## src/rtl/duty_sequencer_if.sv

```systemverilog
// rtl/duty_sequencer_if.sv - entry handshake bundle for duty_sequencer
// Carries one {duty, repeat} schedule entry per accepted valid/ready beat.
interface duty_sequencer_if #(
  parameter int REPEAT_W = 4
);
  logic                in_valid;
  logic                in_ready;
  logic [2:0]          in_duty;
  logic [REPEAT_W-1:0] in_repeat;

  modport master (output in_valid, in_duty, in_repeat, input in_ready);
  modport slave  (input in_valid, in_duty, in_repeat, output in_ready);
endinterface

```

## src/rtl/duty_sequencer.sv

```systemverilog
// rtl/duty_sequencer.sv - queued duty-cycle scheduler driving an 8-step thermometer waveform
// Optional feature macro: DUTY_HOLD_EN (keep replaying the last duty when the queue runs dry).
module duty_sequencer #(
  parameter int DEPTH    = 4,
  parameter int REPEAT_W = 4
) (
  input  logic                       CLK,
  input  logic                       CLEAR,
  input  logic                       enable,
  duty_sequencer_if.slave            in_if,
  output logic [2:0]                 S,
  output logic [2:0]                 phase,
  output logic                       O,
  output logic                       period_end,
  output logic                       underflow,
  output logic [$clog2(DEPTH):0]     level
);
  localparam int AW = $clog2(DEPTH);
  localparam int LW = AW + 1;
  localparam int RW = REPEAT_W + 1;
  localparam logic [LW-1:0] FULL_LVL = LW'(DEPTH);
  localparam logic [RW-1:0] REM_ONE  = RW'(1);

  typedef enum logic {IDLE, RUN} state_t;

  state_t              state, state_nxt;
  logic [2:0]          phase_q, phase_nxt;
  logic [2:0]          cur_duty, duty_nxt;
  logic [RW-1:0]       remaining, rem_nxt;
  logic                uf_q, uf_nxt;
  logic                pop, push, empty;
  logic [AW-1:0]       wr_ptr, rd_ptr;
  logic [LW-1:0]       count;
  logic [REPEAT_W+2:0] mem [DEPTH];
  logic [2:0]          head_duty;
  logic [RW-1:0]       head_rem;
`ifdef DUTY_HOLD_EN
  logic                dry, dry_nxt;
`endif

  assign empty       = (count == '0);
  assign in_if.in_ready = (count != FULL_LVL);
  assign push        = in_if.in_valid && in_if.in_ready;
  assign head_duty   = mem[rd_ptr][REPEAT_W+2:REPEAT_W];
  assign head_rem    = {1'b0, mem[rd_ptr][REPEAT_W-1:0]} + REM_ONE;

  always_comb begin
    state_nxt = state;
    phase_nxt = phase_q;
    duty_nxt  = cur_duty;
    rem_nxt   = remaining;
    uf_nxt    = 1'b0;
    pop       = 1'b0;
`ifdef DUTY_HOLD_EN
    dry_nxt   = dry;
`endif
    case (state)
      IDLE: begin
        phase_nxt = 3'd0;
        if (enable && !empty) begin
          pop       = 1'b1;
          duty_nxt  = head_duty;
          rem_nxt   = head_rem;
          state_nxt = RUN;
        end
      end
      RUN: begin
        phase_nxt = phase_q + 3'd1;
        if (phase_q == 3'd7) begin
          if (!enable) begin
            state_nxt = IDLE;
          end else if (remaining > REM_ONE) begin
            rem_nxt = remaining - REM_ONE;
          end else if (!empty) begin
            pop      = 1'b1;
            duty_nxt = head_duty;
            rem_nxt  = head_rem;
          end else begin
`ifdef DUTY_HOLD_EN
            // One pulse per dry-out; the held duty keeps looping until a pop.
            uf_nxt  = !dry;
            dry_nxt = 1'b1;
`else
            uf_nxt    = 1'b1;
            state_nxt = IDLE;
`endif
          end
        end
      end
      default: state_nxt = IDLE;
    endcase
`ifdef DUTY_HOLD_EN
    if (pop) dry_nxt = 1'b0;
`endif
  end

  always_ff @(posedge CLK or posedge CLEAR) begin
    if (CLEAR) begin
      state     <= IDLE;
      phase_q   <= 3'd0;
      cur_duty  <= 3'd0;
      remaining <= '0;
      uf_q      <= 1'b0;
`ifdef DUTY_HOLD_EN
      dry       <= 1'b0;
`endif
    end else begin
      state     <= state_nxt;
      phase_q   <= phase_nxt;
      cur_duty  <= duty_nxt;
      remaining <= rem_nxt;
      uf_q      <= uf_nxt;
`ifdef DUTY_HOLD_EN
      dry       <= dry_nxt;
`endif
    end
  end

  // Occupancy is registered, so a same-edge push is invisible to the pop decision.
  always_ff @(posedge CLK or posedge CLEAR) begin
    if (CLEAR) begin
      wr_ptr <= '0;
      rd_ptr <= '0;
      count  <= '0;
    end else begin
      if (push) wr_ptr <= wr_ptr + 1'b1;
      if (pop)  rd_ptr <= rd_ptr + 1'b1;
      if (push && !pop)      count <= count + 1'b1;
      else if (pop && !push) count <= count - 1'b1;
    end
  end

  always_ff @(posedge CLK) begin
    if (push) mem[wr_ptr] <= {in_if.in_duty, in_if.in_repeat};
  end

  assign S          = cur_duty;
  assign phase      = phase_q;
  assign O          = (state == RUN) && (phase_q <= cur_duty);
  assign period_end = (state == RUN) && (phase_q == 3'd7);
  assign underflow  = uf_q;
  assign level      = count;
endmodule

```

## src/flat_wrapper.sv

```systemverilog
// flat-port wrapper written by rule: the top's interface ports become plain ports
module duty_sequencer_flat 
#(
  parameter int DEPTH    = 4,
  parameter int REPEAT_W = 4
)
  (CLK, CLEAR, enable, S, phase, O, period_end, underflow, level, in_if_in_valid, in_if_in_duty, in_if_in_repeat, in_if_in_ready);
  duty_sequencer_if #(.REPEAT_W(REPEAT_W)) in_if_i ();
  input  logic CLK;
  input  logic CLEAR;
  input  logic enable;
  output logic [2:0] S;
  output logic [2:0] phase;
  output logic O;
  output logic period_end;
  output logic underflow;
  output logic [$clog2(DEPTH):0] level;
  input wire logic [$bits(in_if_i.in_valid)-1:0] in_if_in_valid;
  input wire logic [$bits(in_if_i.in_duty)-1:0] in_if_in_duty;
  input wire logic [$bits(in_if_i.in_repeat)-1:0] in_if_in_repeat;
  output wire logic [$bits(in_if_i.in_ready)-1:0] in_if_in_ready;
  assign in_if_i.in_valid = in_if_in_valid;
  assign in_if_i.in_duty = in_if_in_duty;
  assign in_if_i.in_repeat = in_if_in_repeat;
  assign in_if_in_ready = in_if_i.in_ready;
  duty_sequencer #(.DEPTH(DEPTH), .REPEAT_W(REPEAT_W)) u_core (.CLK(CLK), .CLEAR(CLEAR), .enable(enable), .in_if(in_if_i), .S(S), .phase(phase), .O(O), .period_end(period_end), .underflow(underflow), .level(level));
endmodule
```

## config.mk

```make
export PLATFORM = sky130hd
export DESIGN_NAME = duty_sequencer_flat
export DESIGN_NICKNAME = d
export VERILOG_FILES = /design/src/rtl/duty_sequencer_if.sv /design/src/rtl/duty_sequencer.sv /design/src/flat_wrapper.sv
export SDC_FILE = /design/constraint.sdc
export NUM_CORES = 1
export LEC_CHECK = 0
export ABC_CLOCK_PERIOD_IN_PS = 5300
export BUFFER_PORTS_ARGS = -buffer_cell sky130_fd_sc_hd__buf_2
export CAP_MARGIN = 15
export CORE_ASPECT_RATIO = 0.6
export CORE_MARGIN = 5
export CORE_UTILIZATION = 60
export CTS_BUF_LIST = sky130_fd_sc_hd__clkbuf_8
export CTS_CLUSTER_SIZE = 8
export DETAILED_ROUTE_END_ITERATION = 8
export HOLD_SLACK_MARGIN = 0.03
export PLACE_DENSITY = 0.81
export SYNTH_ARGS = -nofsm -noshare
export SYNTH_HDL_FRONTEND = slang
export SYNTH_SLANG_ARGS = --single-unit
```

## constraint.sdc

```tcl
create_clock -name CLK -period 5.3 [get_ports CLK]
set_input_delay 1.06 -clock CLK [delete_from_list [all_inputs] [get_ports CLK]]
set_output_delay 1.06 -clock CLK [all_outputs]
set_load 0.05 [all_outputs]
```

## After elaboration in Yosys (flattened, before gate mapping)

Memory sizes are Yosys's and may differ from the RTL's.
Cells that the tools add are included.

| operators by class | value |
|---|---|
| shifts and indexed selects | 0 |
| add/subtract/negate cells | 7 |
| bitwise operators | 1 |
| multiply operators | 0 |
| divide/modulo/power cells | 0 |
| reductions and logical operators | 13 |
| eq/ne operators | 8 |
| $lt $le $gt $ge | 2 |
| multiplexer cells | 32 |

Operators with widths:

| kind | number |
|---|---|
| 5-bit two-way mux | 5 |
| 3-bit two-way mux | 7 |
| 1-bit two-way mux | 15 |
| 3-bit case mux with 2 select lines | 2 |
| 5-bit case mux with 2 select lines | 1 |
| 2-bit != test, second input constant | 4 |
| 3-bit by 1-bit adder with 3-bit output, second input constant | 2 |
| 1-bit logical AND | 6 |
| 3-bit != test, second input constant | 2 |
| 4-bit by 1-bit adder with 5-bit output, second input constant | 1 |
| 5-bit by 1-bit greater-than comparator with 1-bit output, second input constant | 1 |
| 5-bit AND reduction | 1 |
| 5-bit by 1-bit subtractor with 5-bit output, second input constant | 1 |
| 2-bit by 1-bit adder with 2-bit output, second input constant | 2 |
| 1-bit case mux with 2 select lines | 2 |
| 4-bit AND reduction | 1 |
| 3-bit equality test, second input constant | 1 |
| 3-bit less-or-equal comparator | 1 |
| 1-bit logical NOT | 3 |
| 3-bit logical NOT | 1 |
| 3-bit by 1-bit subtractor with 3-bit output, second input constant | 1 |
| 2-bit by 1-bit != test with 1-bit output, second input constant | 1 |
| 2-bit nonzero test | 1 |
| 1-bit inverter | 1 |

| word-level totals | value |
|---|---|
| word-level logic and storage cells | 72 |
| output and inout bits | 13 |
| latch bits | 0 |
| bits in registers | 20 |
| memory bits (writable) | 28 |
| bits in read-only memories | 0 |
| input bits | 11 |
| memories | 1 |

Memories:

| memory | words | bits a word | rd ports | clocked after memory_dff | write ports | line | text |
|---|---|---|---|---|---|---|---|
| u_core.mem | 4 | 7 | 1 | 0 | 1 | duty_sequencer.sv:34 | `logic [REPEAT_W+2:0] mem [DEPTH];` |

## Longest topological paths before layout

Gate-level depths: netlist of the first run.

| depth | value |
|---|---|
| depth after elaboration | 9 |
| mapped depth | 12 |

## Worst setup path before layout of the first run

OpenSTA, ideal clock, no wires.

| path | value |
|---|---|
| path type | flip-flop to output port |
| from | register u_core.cur_duty[1], in the netlist u_core.S[1] |
| to | output port O |
| stages on the path, launching flop included | 7 |
| arrival time | 2.001 ns |
| required time | 4.240 ns |
| setup slack | 2.239 ns |
| cells stage by stage | dfrtp_1 -> inv_1 -> ha_1 -> a21o_1 -> a21oi_1 -> a31oi_1 -> nor2_1 |

| between the ends | value |
|---|---|
| cells in the longest elaborated chain, start to end | 2 |

RTL lines:

| item | line | text |
|---|---|---|
| start: declaration | duty_sequencer.sv:28 | `logic [2:0] cur_duty, duty_nxt;` |
| start signal: assignment | duty_sequencer.sv:110 | `cur_duty <= duty_nxt;` |
| 3-bit less-or-equal comparator | duty_sequencer.sv:139 | `assign O = (state == RUN) && (phase_q <= cur_duty);` |
| 1-bit logical AND | duty_sequencer.sv:139 |  |
| end: declaration | flat_wrapper.sv:14 | `output logic O;` |

No other way between the ends.

## Worst setup path after layout of the first run

| path | value |
|---|---|
| from | register u_core.phase_q[1], in the netlist u_core.phase[1] |
| to | output port O |

| between the ends | value |
|---|---|
| cells in the longest elaborated chain, start to end | 2 |

RTL lines:

| item | line | text |
|---|---|---|
| start: declaration | duty_sequencer.sv:27 | `logic [2:0] phase_q, phase_nxt;` |
| start signal: assignment | duty_sequencer.sv:109 | `phase_q <= phase_nxt;` |
| 3-bit less-or-equal comparator | duty_sequencer.sv:139 |  |
| 1-bit logical AND | duty_sequencer.sv:139 |  |

No other way between the ends.

==> impl_metrics.ini, run 1 <==
[status]
outcome = finished, final reports clean

[sta]
tns_ns = 0
relSlewSlack = 0.491
max_freq_ghz = 0.358
hold_viol_final = 0
period_minus_slack_ns = 2.79
holdWs_ns = 0.495
worstMarginPinSlew_ns = 0.762
period_share = 0.527
rsz0062_at_grt = false
slew_violations = 0
setup_viol = 0
finClkSkew_ns = 0.00684

[finish]
diodes = 0
area_delta_synth_final_pct = 11.7
final_nets = 214
fillers = 253
regArea_um2 = 1340
layout_common_cells = edfxtp_1 (28), buf_2 (23), dfrtp_1 (20)
drive_gt1_frac = 0.200
final_common_cell = edfxtp_1
multi_input_area_um2 = 833

[yosys]
syn_inst = 162
yosys_warnings = 0
ys_types = 40
async_reset_ff_frac = 0.417
synth_seq_area_share = 0.596
synth-seq-cells = 48
dominantRegCellSynth = edfxtp_1
syn-num-nets = 187
avgSynthCellArea_um2 = 13.9
synth_edf_count = 28
synth.cell_area_um2 = 2250

[setup_path]
crit_buf_inv = 1
crit_path_start_kind = register
worstPathCellList = ha_1, a21o_1, a21oi_1, a31oi_1, nor2_1, buf_2
critPathRequiredTime_ns = 4.24
worst-r2r-setup-slack_ns = 2.74
slowest_delay_ns = 0.42
crit_fanout = 3
timing.rr.end = u_core.level[1]$_DFFE_PP0P_
critPathTopFamily = flip-flops
worst_ep_arrival_time_ns = 1.73
crit_type = reg2out
r2r_start = u_core.remaining[1]$_DFFE_PP0P_
slowest_stage = dfrtp_1
reg2regPathDepth = 10
end_kind = primary output

[route]
vias_per_cell = 5.80
first_iter_violations = 50
drc = 0
drt-pass1-iter-count = 4
wirelength_um = 3980
post_drt_wl_per_cell_um = 16.8
antenna_left = 0
vias = 1374

[clock_network]
htreeDepth = 2
clockBufferDepth = 2
root_buffer = clkbuf_8
ctsResizeCount = 0
clk_pin_slew_ns = 0.09
cts_tree = done
cts_buffers = 5
clk_latency_ns = 0.30
clkSinkCount = 48
ctsHoldBuffers = 0
cts_setup_buffers = 0

[min_path]
hp-class = reg2reg
worst_hold_startpoint = u_core.phase[0]$_DFF_PP0_
min_path_cells = 1
worstHoldEndpoint = u_core.phase[0]$_DFF_PP0_

[placed_design]
gp_congestion = 0.803
numPortBuffers = 23
hpwlAfterDp_um = 2880

[global_routing]
grt_pass1_wl_um = 6620
grt_pass1_vias = 1470
grt.overflow.total = 0
grt_max_degree = 21
antenna_found_initial = 0
grt_usage = 0.173

[pwr]
ir_drop_v = 0.000550
power.density_nw_per_um2 = 646
p_leak_nw = 1.05

[die]
io-pin-count = 24
rows = 17
fp.dieArea_um2 = 5110
fp.coreArea_um2 = 3640
fp.dieH_um = 57.4
die_width_um = 89.1
initial_core_util = 0.619

[job]
max-cap-violations = 0
## flip-flops by register name, summed over array words and instances, names as in the netlist
signal / flops
u_core.S: 3
u_core.level: 3
u_core.mem: 28
u_core.phase: 3
u_core.rd_ptr: 2
u_core.remaining: 5
u_core.state: 1
u_core.underflow: 1
u_core.wr_ptr: 2
## stage by stage
step                std cells  setup slack, ns  cell area [µm²]   util  power, mW
floorplan                 162             2.24             2250      -       1.19
global placement          229             2.62             2400  0.660       1.32
detailed placement        229             2.51             2400  0.660       1.36
CTS                       237             2.48             2510  0.691       1.63
global route              237             2.39             2510  0.691       1.73
finish                    237             2.51             2510  0.691       1.62
## layout make-up
class | count | area share
sequential | 48 | 0.534
multi-input combinational | 97 | 0.332
timing repair buffer | 23 | 0.0458
clock buffer | 5 | 0.0274
tap | 47 | 0.0234
inverter | 14 | 0.0209
clock inverter | 3 | 0.0169
## cells in the mapped netlist, drive strengths merged, types with 3 or more instances
cell type  count  area (µm²)
xor2           3        26.3
edfxtp        28         841
inv           14        52.6
nand3          5        25.0
a21oi          6        37.5
and3           4        25.0
dfrtp         20         500
mux4           7         180
nor2           6        22.5
xnor2          4        35.0
nand2         14        52.6
ha            13         163
and2           4        25.0
o21ai          6        30.0
mux2           3        33.8
## worst max-delay path by stage
stage / start / endpoint / slack [ns] / depth (start not counted)
detailed placement: enable / u_core.level[1]$_DFFE_PP0P_ / 2.51 / 8
global route: u_core.S[1]$_DFFE_PP0P_ / O / 2.39 / 7
CTS: u_core.S[1]$_DFFE_PP0P_ / O / 2.48 / 7
global placement: enable / u_core.level[1]$_DFFE_PP0P_ / 2.62 / 8
finish: u_core.phase[1]$_DFF_PP0_ / O / 2.51 / 6
floorplan: u_core.S[1]$_DFFE_PP0P_ / O / 2.24 / 6
## kinds of logic (layout without fill, tap and decap cells)
logic type | Yosys count | in the layout | share of synthesized area
XOR/XNOR | 7 | 7 | 0.0273
AO/OA/AOI/OAI | 25 | 25 | 0.0768
AND/OR/NAND/NOR | 41 | 41 | 0.0901
multiplexers | 10 | 10 | 0.0951
flip-flops | 48 | 48 | 0.596
buffers and inverters | 17 | 45 | 0.0334
adder cells (fa/ha/maj) | 14 | 14 | 0.0812
## worst reg2reg max path, stage by stage, from the launching register on
cell and delay [ns]:
dfrtp_1 0.42, inv_1 0.09, ha_1 0.13, o21bai_1 0.20, nand3_1 0.15, a21oi_2 0.36
inv_1 0.10, ha_1 0.22, inv_1 0.07, fa_1 0.42, mux2_2 0.28
## report_power, final
part / switching [mW] / internal (mW)
sequential: 0.110 / 0.517
clock: 0.120 / 0.140
combinational: 0.472 / 0.265
## layer usage
layer / wire [µm] / track usage
met1: 1760 / 0.222
met2: 1960 / 0.286
met5: 0 / 0
met4: 51 / 0.0637
met3: 204 / 0.0447
(Power assumes the default switching activity.)
==> run 2: changes to the inputs <==
Settings changed: ABC_CLOCK_PERIOD_IN_PS 5300 to 2400, CORE_UTILIZATION 60 to 54, PLACE_DENSITY 0.81 to 0.77.
Clock period 5.3 ns to 2.4 ns, I/O delays scaled along.
==> impl_metrics.ini, run 2 (synthesis results as in run 1) <==
[finish]
drive_gt1_frac = 0.325
top_regs = u_core.mem x28, u_core.remaining x5
area_delta_synth_final_pct = 18.5
max_flop_register = u_core.mem
fillers = 286
final_common_cell = edfxtp_1
diodes = 0
final_nets = 224
largest_reg_flops = 28
design_area_um2 = 2670
layout.cells.non_filler = 260
utilization = 0.654
layout_common_cells = edfxtp_1 (28), buf_2 (23), inv_1 (14)

[global_routing]
antenna_found_initial = 0
grt_usage = 0.166
met1_usage = 0.207
use_met3 = 0.0453
global_route.usage.met2 = 0.278
grt_pass1_vias = 1432
grt.overflow.total = 0
grt_max_degree = 21
top_usage_layer = met2
grt_pass1_wl_um = 6840

[sta]
worstMarginPinSlew_ns = 0.761
setup_viol = 0
period_share = 0.951
finalWorstSetupSlack_ns = 0.117
period_minus_slack_ns = 2.28
relSlewSlack = 0.492
rsz0062_at_grt = false
max_freq_ghz = 0.438
hold_viol_final = 0
holdWs_ns = 0.297
slew_violations = 0
finClkSkew_ns = 0.00533

[pwr]
combPwrFrac = 0.492
power_switching_share = 0.427
internal_power_mw = 2.21
power.density_nw_per_um2 = 1450
power.share.clock = 0.153
ir_drop_v = 0.000575
p_sw_mw = 1.65
power_frac_seq = 0.355
p_leak_nw = 1.11

[die]
fp.dieArea_um2 = 5600
initial_core_util = 0.552
io-pin-count = 24
die_width_um = 93.3
fp.coreArea_um2 = 4080
fp.dieH_um = 60.0
rows = 18

[setup_path]
crit_path_start_kind = register
crit_buf_inv = 2
crit_type = reg2reg
reg2regPathDepth = 11
worst_ep_arrival_time_ns = 2.49
worst-r2r-setup-slack_ns = 0.12
crit_fanout = 5
r2r_start = u_core.remaining[0]$_DFFE_PP0P_
slowest_delay_ns = 0.44
end_kind = register
critPathTopFamily = adder cells
timing.rr.end = u_core.level[2]$_DFFE_PP0P_
critPathRequiredTime_ns = 2.61
slowest_stage = dfrtp_2
worstPathCellList = ha_1, o21bai_4, nand3_2, a21oi_2, inv_1, ha_2, inv_1, fa_2, xor2_1, nor2_1, xor2_1

[clock_network]
htreeDepth = 2
clockBufferDepth = 2
cts_buffers = 5
clk_latency_ns = 0.30
root_buffer = clkbuf_8
clkSinkCount = 48
cts_tree = done
clk_pin_slew_ns = 0.09

[placed_design]
hpwlAfterDp_um = 3040
placed_area_um2 = 2460
gp_congestion = 0.850
dpl.cell_count = 246
dp_slack_ns = -0.00430
numPortBuffers = 23

[job]
max-cap-violations = 0

[route]
post_drt_wl_per_cell_um = 16.3
wirelength_um = 4230
vias_per_cell = 5.52
vias = 1435
drt-pass1-iter-count = 4
first_iter_violations = 62
antenna_left = 0
drc = 0

[min_path]
hp-class = in2async

[status]
outcome = finished, final reports clean
[run 2: cell type report]
type                    count  area [µm²]  share of cell area
flip-flops and latches     48        1350               0.506
multi-input cells          97         870               0.326
repair buffers             33         203              0.0760
well taps                  60        75.1              0.0282
clock buffers               5        68.8              0.0258
inverters                  14        52.6              0.0197
clock inverters             3        47.5              0.0178
[run 2: worst max path at each step]
stage / endpoint / cells after the start / slack, ns / start
detailed placement: u_core.level[2]$_DFFE_PP0P_ / 11 / -0.004 / u_core.remaining[0]$_DFFE_PP0P_
global placement: u_core.level[1]$_DFFE_PP0P_ / 10 / 0.20 / u_core.remaining[1]$_DFFE_PP0P_
CTS: u_core.level[2]$_DFFE_PP0P_ / 11 / 0.02 / u_core.remaining[0]$_DFFE_PP0P_
global route: u_core.level[2]$_DFFE_PP0P_ / 11 / 0.002 / u_core.remaining[0]$_DFFE_PP0P_
finish: u_core.level[2]$_DFFE_PP0P_ / 11 / 0.12 / u_core.remaining[0]$_DFFE_PP0P_
floorplan: u_core.level[1]$_DFFE_PP0P_ / 9 / 0.0009 / u_core.phase[0]$_DFF_PP0_
[run 2: stage by stage]
stage / setup TNS [ns] / power [mW]
2_1_floorplan: 0 / 2.66
3_3_place_gp: 0 / 2.99
3_5_place_dp: -0.00430 / 3.12
4_1_cts: 0 / 3.73
5_1_grt: 0 / 4.09
6_report: 0 / 3.86
[run 2: worst register-to-register path: stages, from the launching register on]
cell and delay [ns]:
dfrtp_2 0.44, ha_1 0.21, o21bai_4 0.20, nand3_2 0.09
a21oi_2 0.07, inv_1 0.07, ha_2 0.18, inv_1 0.05
fa_2 0.33, xor2_1 0.17, nor2_1 0.17, xor2_1 0.21
[run 2: repair_timing]
action	CTS	global route
endpoints found under the setup margin	1	1
gates resized for setup	2	7
endpoints found under the hold margin	0	0
pin swaps	0	2
hold buffers	0	0
setup buffers	1	5
[run 2: power by group through the flow]
stage / logic [mW] / registers, mW / clock network (mW)
final: 1.90 / 1.37 / 0.590
after global routing: 2.06 / 1.40 / 0.633
after CTS: 1.76 / 1.37 / 0.600
after detailed placement: 1.73 / 1.39 / 0
after global placement: 1.63 / 1.36 / 0
after floorplan: 1.08 / 1.58 / 0
[run 2: routing by layer]
layer	share of wire	up-vias
met5	0	-
met3	0.071	13
met1	0.43	698
met4	0.020	0
met2	0.48	55
li1	-	669
